[src/rtl/prog_loader.sv]
// prog_loader: streams a program image into program memory while holding the CPU in reset,
// then releases the CPU and reports its halt PC or a watchdog timeout.
module prog_loader #(
    parameter int ADDR_W   = 5,
    parameter int DATA_W   = 8,
    parameter int RST_HOLD = 4,
    parameter int TIMEOUT  = 1023
) (
    input  logic              clk,
    input  logic              rst,
    input  logic              load_start_i,
    input  logic              in_valid_i,
    output logic              in_ready_o,
    input  logic [DATA_W-1:0] in_data_i,
    input  logic              in_last_i,
    output logic              mem_we_o,
    output logic [ADDR_W-1:0] mem_addr_o,
    output logic [DATA_W-1:0] mem_wdata_o,
    output logic              cpu_rst_o,
    input  logic              cpu_halt_i,
    input  logic [ADDR_W-1:0] cpu_pc_i,
    output logic              busy_o,
    output logic              done_o,
    output logic              timeout_o,
    output logic [ADDR_W-1:0] result_pc_o
);
    typedef enum logic [2:0] {IDLE, LOAD, HOLD, RUN, DONE, ERR} state_t;
    localparam int HW = $clog2(RST_HOLD + 1) + 1;
    localparam int RW = $clog2(TIMEOUT) + 1;

    state_t            state_q, state_d;
    logic [ADDR_W-1:0] wr_ptr_q, wr_ptr_d, mem_addr_q, mem_addr_d, result_pc_q, result_pc_d;
    logic [DATA_W-1:0] mem_wdata_q, mem_wdata_d;
    logic              mem_we_q, mem_we_d, cpu_rst_q, cpu_rst_d;
    logic              done_q, done_d, timeout_q, timeout_d;
    logic [HW-1:0]     hold_cnt_q, hold_cnt_d;
    logic [RW-1:0]     run_cnt_q, run_cnt_d;
    logic              beat;

    assign in_ready_o  = state_q == LOAD;
    assign busy_o      = state_q inside {LOAD, HOLD, RUN};
    assign beat        = in_ready_o && in_valid_i;
    assign mem_we_o    = mem_we_q;
    assign mem_addr_o  = mem_addr_q;
    assign mem_wdata_o = mem_wdata_q;
    assign cpu_rst_o   = cpu_rst_q;
    assign done_o      = done_q;
    assign timeout_o   = timeout_q;
    assign result_pc_o = result_pc_q;

    always_comb begin
        state_d     = state_q;
        wr_ptr_d    = wr_ptr_q;
        mem_we_d    = 1'b0;
        mem_addr_d  = mem_addr_q;
        mem_wdata_d = mem_wdata_q;
        cpu_rst_d   = cpu_rst_q;
        done_d      = done_q;
        timeout_d   = timeout_q;
        result_pc_d = result_pc_q;
        hold_cnt_d  = hold_cnt_q;
        run_cnt_d   = run_cnt_q;
        case (state_q)
            IDLE, DONE, ERR: if (load_start_i) begin
                state_d   = LOAD;
                wr_ptr_d  = '0;
                cpu_rst_d = 1'b1;
                done_d    = 1'b0;
                timeout_d = 1'b0;
            end
            LOAD: if (beat) begin
                mem_we_d    = 1'b1;
                mem_addr_d  = wr_ptr_q;
                mem_wdata_d = in_data_i;
                wr_ptr_d    = wr_ptr_q + 1'b1;
                hold_cnt_d  = '0;
                // the last address ends the image: no wrap onto already-written code
                if (in_last_i || &wr_ptr_q) state_d = HOLD;
            end
            HOLD: if (hold_cnt_q == HW'(RST_HOLD)) begin
                state_d   = RUN;
                cpu_rst_d = 1'b0;
                run_cnt_d = '0;
            end else begin
                hold_cnt_d = hold_cnt_q + 1'b1;
            end
            RUN: begin
                run_cnt_d = run_cnt_q + 1'b1;
                if (cpu_halt_i) begin
                    state_d     = DONE;
                    result_pc_d = cpu_pc_i;
                    done_d      = 1'b1;
                end else if (run_cnt_q == RW'(TIMEOUT - 1)) begin
                    state_d   = ERR;
                    timeout_d = 1'b1;
                    cpu_rst_d = 1'b1;
                end
            end
            default: ;
        endcase
    end

    always_ff @(posedge clk or posedge rst) begin
        if (rst) begin
            state_q     <= IDLE;
            wr_ptr_q    <= '0;
            mem_we_q    <= 1'b0;
            mem_addr_q  <= '0;
            mem_wdata_q <= '0;
            cpu_rst_q   <= 1'b1;
            done_q      <= 1'b0;
            timeout_q   <= 1'b0;
            result_pc_q <= '0;
            hold_cnt_q  <= '0;
            run_cnt_q   <= '0;
        end else begin
            state_q     <= state_d;
            wr_ptr_q    <= wr_ptr_d;
            mem_we_q    <= mem_we_d;
            mem_addr_q  <= mem_addr_d;
            mem_wdata_q <= mem_wdata_d;
            cpu_rst_q   <= cpu_rst_d;
            done_q      <= done_d;
            timeout_q   <= timeout_d;
            result_pc_q <= result_pc_d;
            hold_cnt_q  <= hold_cnt_d;
            run_cnt_q   <= run_cnt_d;
        end
    end
endmodule

[config.mk]
export PLATFORM = sky130hd
export DESIGN_NAME = prog_loader
export DESIGN_NICKNAME = d
export VERILOG_FILES = /design/src/rtl/prog_loader.sv
export SDC_FILE = /design/constraint.sdc
export NUM_CORES = 1
export LEC_CHECK = 0
export CAP_MARGIN = 10
export CORE_ASPECT_RATIO = 1.5
export CORE_MARGIN = 2
export CORE_UTILIZATION = 32
export DETAILED_ROUTE_END_ITERATION = 8
export PLACE_DENSITY = 0.57
export SLEW_MARGIN = 20
export SYNTH_ARGS = -nofsm -noshare
export SYNTH_HDL_FRONTEND = slang
export SYNTH_SLANG_ARGS = --single-unit
export TNS_END_PERCENT = 5
[constraint.sdc]
create_clock -name clk -period 3 [get_ports clk]
set_input_delay 0.75 -clock clk [delete_from_list [all_inputs] [get_ports clk]]
set_output_delay 0.75 -clock clk [all_outputs]
set_load 0.03 [all_outputs]
After elaboration in Yosys (flattened, before gate mapping)
Index checks and enable logic that the tools add are counted.

storage, ports and cells
  bits in registers = 45
  output and inout bits = 24
  logic and storage cells = 77

cells by class
  $add $sub $neg = 3
  eq/ne operators = 16
  muxes and demuxes = 26
  reductions and logical operators = 21

operators by type and width
  kind                   count
  $pmux 11 s2            1
  $mux 3                 6
  $pmux 3 s4             1
  $add 11x1->11 const B  1
  $eq 11x10->1 const B   1
  $mux 11                1
  $mux 5                 2
  $pmux 5 s2             1
  $reduce_and 5->1       2
  $reduce_and 3->1       3
  $mux 1                 8
  $mux 4                 2
  $ne 2x1->1 const B     4
  $ne 2x2->1 const B     4
  $pmux 4 s2             1
  $reduce_bool 2->1      4
  $eq 3x2->1 const B     2
  $eq 3x3->1 const B     2
  $reduce_and 2->1       3
  $reduce_and 6->1       1
  $reduce_bool 3->1      2
  $add 5x1->5 const B    1
  $add 4x1->4 const B    1
  $eq 4x3->1 const B     1
  10 further kinds       11

Depth between registers and ports, before layout
  depth after elaboration = 5
  mapped depth = 7
  depth with buffers taken out = 7

Least setup slack after synthesis
OpenSTA, ideal clock, no wires.

  kind = reg2out
  start point = register state_q[2]
  end point = output port in_ready_o
  data arrival time = 1.277 ns
  data required time = 2.250 ns
  path slack = 0.973 ns
  cell stages (with the launch flop) = 5
  path buffers = 2
  cells stage by stage = dfrtp_1 > buf_4 > nand2b_1 > buf_2 > nor2_1

on the way
  word-level cells in the longest chain between the ends = 1

ends and longest elaborated chain
  what                    RTL line  source
  start, declared         31        state_t state_q, state_d;
  start signal, assigned  117       state_q <= state_d;
  $eq 3x1->1              40        assign in_ready_o = state_q == LOAD;
  end, declared           13        output logic in_ready_o,

Every way passes these cells.

Worst setup path in the final report
Ends and elaborated chain as after synthesis.

==> metrics.md <==
| Metric | Value |
|---|---|
| Drt wl/cell | `14.3 um` |
| Most common flop cell mapped by yosys | `dfrtp_1` |
| Run status | `finished clean` |
| Antenna cells | `0` |
| Yosys top cell by area | `dfrtp_1` |
| Yosys top cell area share | `0.500` |
| Dpl hpwl | `3530 um` |
| Total number of vias | `1777` |
| Antenna violations before repair | `0` |
| Clk_skew | `0.0106 ns` |
| Worst-path cell chain | `nand2b_1 > nor2_1 > clkdlybuf4s50_1` |
| Largest stage delay, worst path | `0.68 ns` |
| Synth cell types | `48` |
| Post-synth EDFFs | `0` |
| CP arrival | `1.83 ns` |
| Htree depth | `2` |
| Cell area after layout | `2800 um2` |
| Drt drc | `0` |
| Final net count | `297` |
| Pin count of the biggest net entering global routing | `46` |
| Number of setup buffers added after CTS | `0` |
| Average size of a mapped cell | `9.62 um2` |
| RSZ-0062 raised after global routing | `no` |
| Starting DRT DRC Count | `74` |
| Worst-Margin Slew | `0.422 ns` |
| Min-Delay Path Class | `register to register` |
| Post-synth ARST share | `1.00` |
| Synthesis Warnings | `0` |
| Mux share of post-synthesis cell area | `0.0352` |
| Total track usage | `0.141` |
| Fraction of the mapped netlist area in compound gates | `0.166` |
| CTS tree | `built` |
| Post-Route WL | `5020 um` |
| Main combinational cell family by area after synthesis | `simple AND/OR/NAND/NOR gates` |
| Die area | `7580 um2` |
| Placer Congestion | `0.812` |
| Pins Over Slew Limit | `0` |
| Clock period minus worst slack | `2.58 ns` |
| First-pass GRT wire length | `8580 um` |
| Crit end category | `primary output` |
| Root buffer cell | `clkbuf_8` |
| Max Cap Viol | `0` |
| Post-Synth Simple-Gate Area | `0.211` |
| Chip width | `71.8 um` |
| Slew headroom | `0.719` |
| Sink Count | `45` |
| Final core occ | `0.415` |
| Post-CTS resize count | `0` |
| WS Path Type | `register to primary output` |
| CTS max path bufs | `2` |
| Cell Area, Synth | `2200 um2` |
| Crit Path Max Fanout | `11` |
| Achievable Freq | `388 MHz` |
| Count leader, synth | `nand2_1` |
| Routed Antenna Nets | `0` |
| Clock Latency Late Sink | `0.30 ns` |
| Avg Vias per Cell | `5.06` |
| Cell Count, Final, Fillers Out | `351` |
| Vias in the first global route | `1823` |
| TritonCTS buffer count | `5` |
| Drt first pass iters | `4` |
| Synth Net Count | `254` |
| Top post-synthesis cells by area | `dfrtp_1, nand2_1, o21ai_0` |
| Peak VDD IR | `0.468 mV` |
| Total congestion overflow | `0` |
| Ranking of synthesized cells by instance count | `nand2_1, dfrtp_1, o21ai_0` |
| Rows | `37` |
| Die Height | `106 um` |
| CP startpoint kind | `register` |
| Gate Count Post-Synth | `229` |
| Pleak | `1.27 nW` |
| Placed cell count | `343` |
| TNS Setup | `0 ns` |
| Setup violators final | `0` |
| Share of cells above drive strength 1 | `0.0916` |
| CP required | `2.25 ns` |
| Port bufs | `42` |
| Floorplan core area | `6760 um2` |
| Adder-cell share of the synthesized area | `0.0341` |
| Seq cells post-synth | `45` |
| Area growth, synth to finish | `27.3%` |
| Hold_buf cts | `0` |
| Fin. Hold Viols | `0` |
| Sequential share of the synthesized area | `0.512` |
| Crit-path slowest cell | `clkdlybuf4s50_1` |
| Area share of xor/xnor cells in the synthesized design | `0.00398` |
| Ports | `43` |
| Worst-path clk slew | `0.09 ns` |
| Power density cells | `946 nW/um2` |
| Cell Area, Placed | `2710 um2` |
| Starting Density | `0.326` |
| Fin crit share | `0.859` |
path summary, 6_finish.rpt:
path	start	endpoint	slack (ns)	cells past startpoint
setup / recovery	state_q[2]	in_ready_o	0.42	3
hold / removal	mem_addr_o[0]	mem_addr_o[0]	0.48	2
max in group asynchronous	rst	cpu_rst_o	1.93	3
hold reg to reg	mem_addr_o[0]	mem_addr_o[0]	0.48	2
min in group asynchronous	rst	run_cnt_q[9]	0.80	3
setup reg to reg	wr_ptr_q[0]	state_q[0]	0.99	6
state kept, by name, summed over array words and instances (netlist names):
register,count
wr_ptr_q,5
done_o,1
mem_wdata_o,8
result_pc_o,5
hold_cnt_q,4
run_cnt_q,11
cpu_rst_o,1
state_q,3
timeout_o,1
mem_addr_o,5
mem_we_o,1
cell families (layout without fill, tap and decap cells):
| kind of cell | Yosys count | count (layout) |
|---|---|---|
| adders and majority gates | 6 | 6 |
| xor gates and xnor gates | 1 | 1 |
| AOI/OAI and AO/OA | 56 | 56 |
| and+or+nand+nor | 96 | 96 |
| buffers and inverters | 18 | 62 |
| muxes | 7 | 7 |
| DFF | 45 | 45 |
through the flow:
step	hold WS (ns)	power (mW)	worst slack, ns
2_1_floorplan	0.445	1.83	0.973
3_3_place_gp	0.461	2.25	0.428
3_5_place_dp	0.466	2.27	0.359
4_1_cts	0.489	2.68	0.421
5_1_grt	0.521	2.85	0.342
6_report	0.481	2.65	0.424
metal layers:
metal  global-route usage  wire, um  up-vias  share of wire
met3               0.0296       201        9          0.040
met4               0.0580       108        0          0.022
li1                     -         -      889              -
met1                0.173      2270      841           0.45
met2                0.237      2430       38           0.48
met5                    0         0        -              0
layout make-up:
| class | instances | area (um2) |
|---|---|---|
| Clock buffer | 6 | 82.6 |
| Clock inverter | 2 | 13.8 |
| Fill cell | 666 | 3960 |
| Inverter | 9 | 35.0 |
| Multi-Input combinational cell | 166 | 992 |
| Sequential cell | 45 | 1130 |
| Tap cell | 78 | 97.6 |
| Timing Repair Buffer | 45 | 455 |
cell usage in the layout, fill, tap and decap left out, types with 2 or more instances in the layout:
master,count
a21o_1,2
a21oi_1,12
a22oi_1,2
a31oi_1,3
and3_1,2
and3b_1,2
buf_4,2
clkbuf_8,6
clkdlybuf4s50_1,42
clkinv_2,2
dfrtp_1,44
ha_1,6
inv_1,7
mux2_2,5
nand2_1,55
nand2b_1,2
nand3_1,11
nand3b_1,2
nand4_1,3
nor2_1,8
o211ai_1,3
o21ai_0,18
o31ai_1,5
or3_1,2
critical path: cells and delay by family, from the launching register on:
kind / cells / cell delay [ns]
buffers and inverters: 1 / 0.68
flip-flops: 1 / 0.51
AND/OR/NAND/NOR: 2 / 0.33
power by group:
| group | internal (mW) | switching (mW) |
|---|---|---|
| Sequential | 0.811 | 0.201 |
| Clock | 0.187 | 0.216 |
| Combinational | 0.520 | 0.717 |
Note: power is estimated with default switching activity, not from simulation.
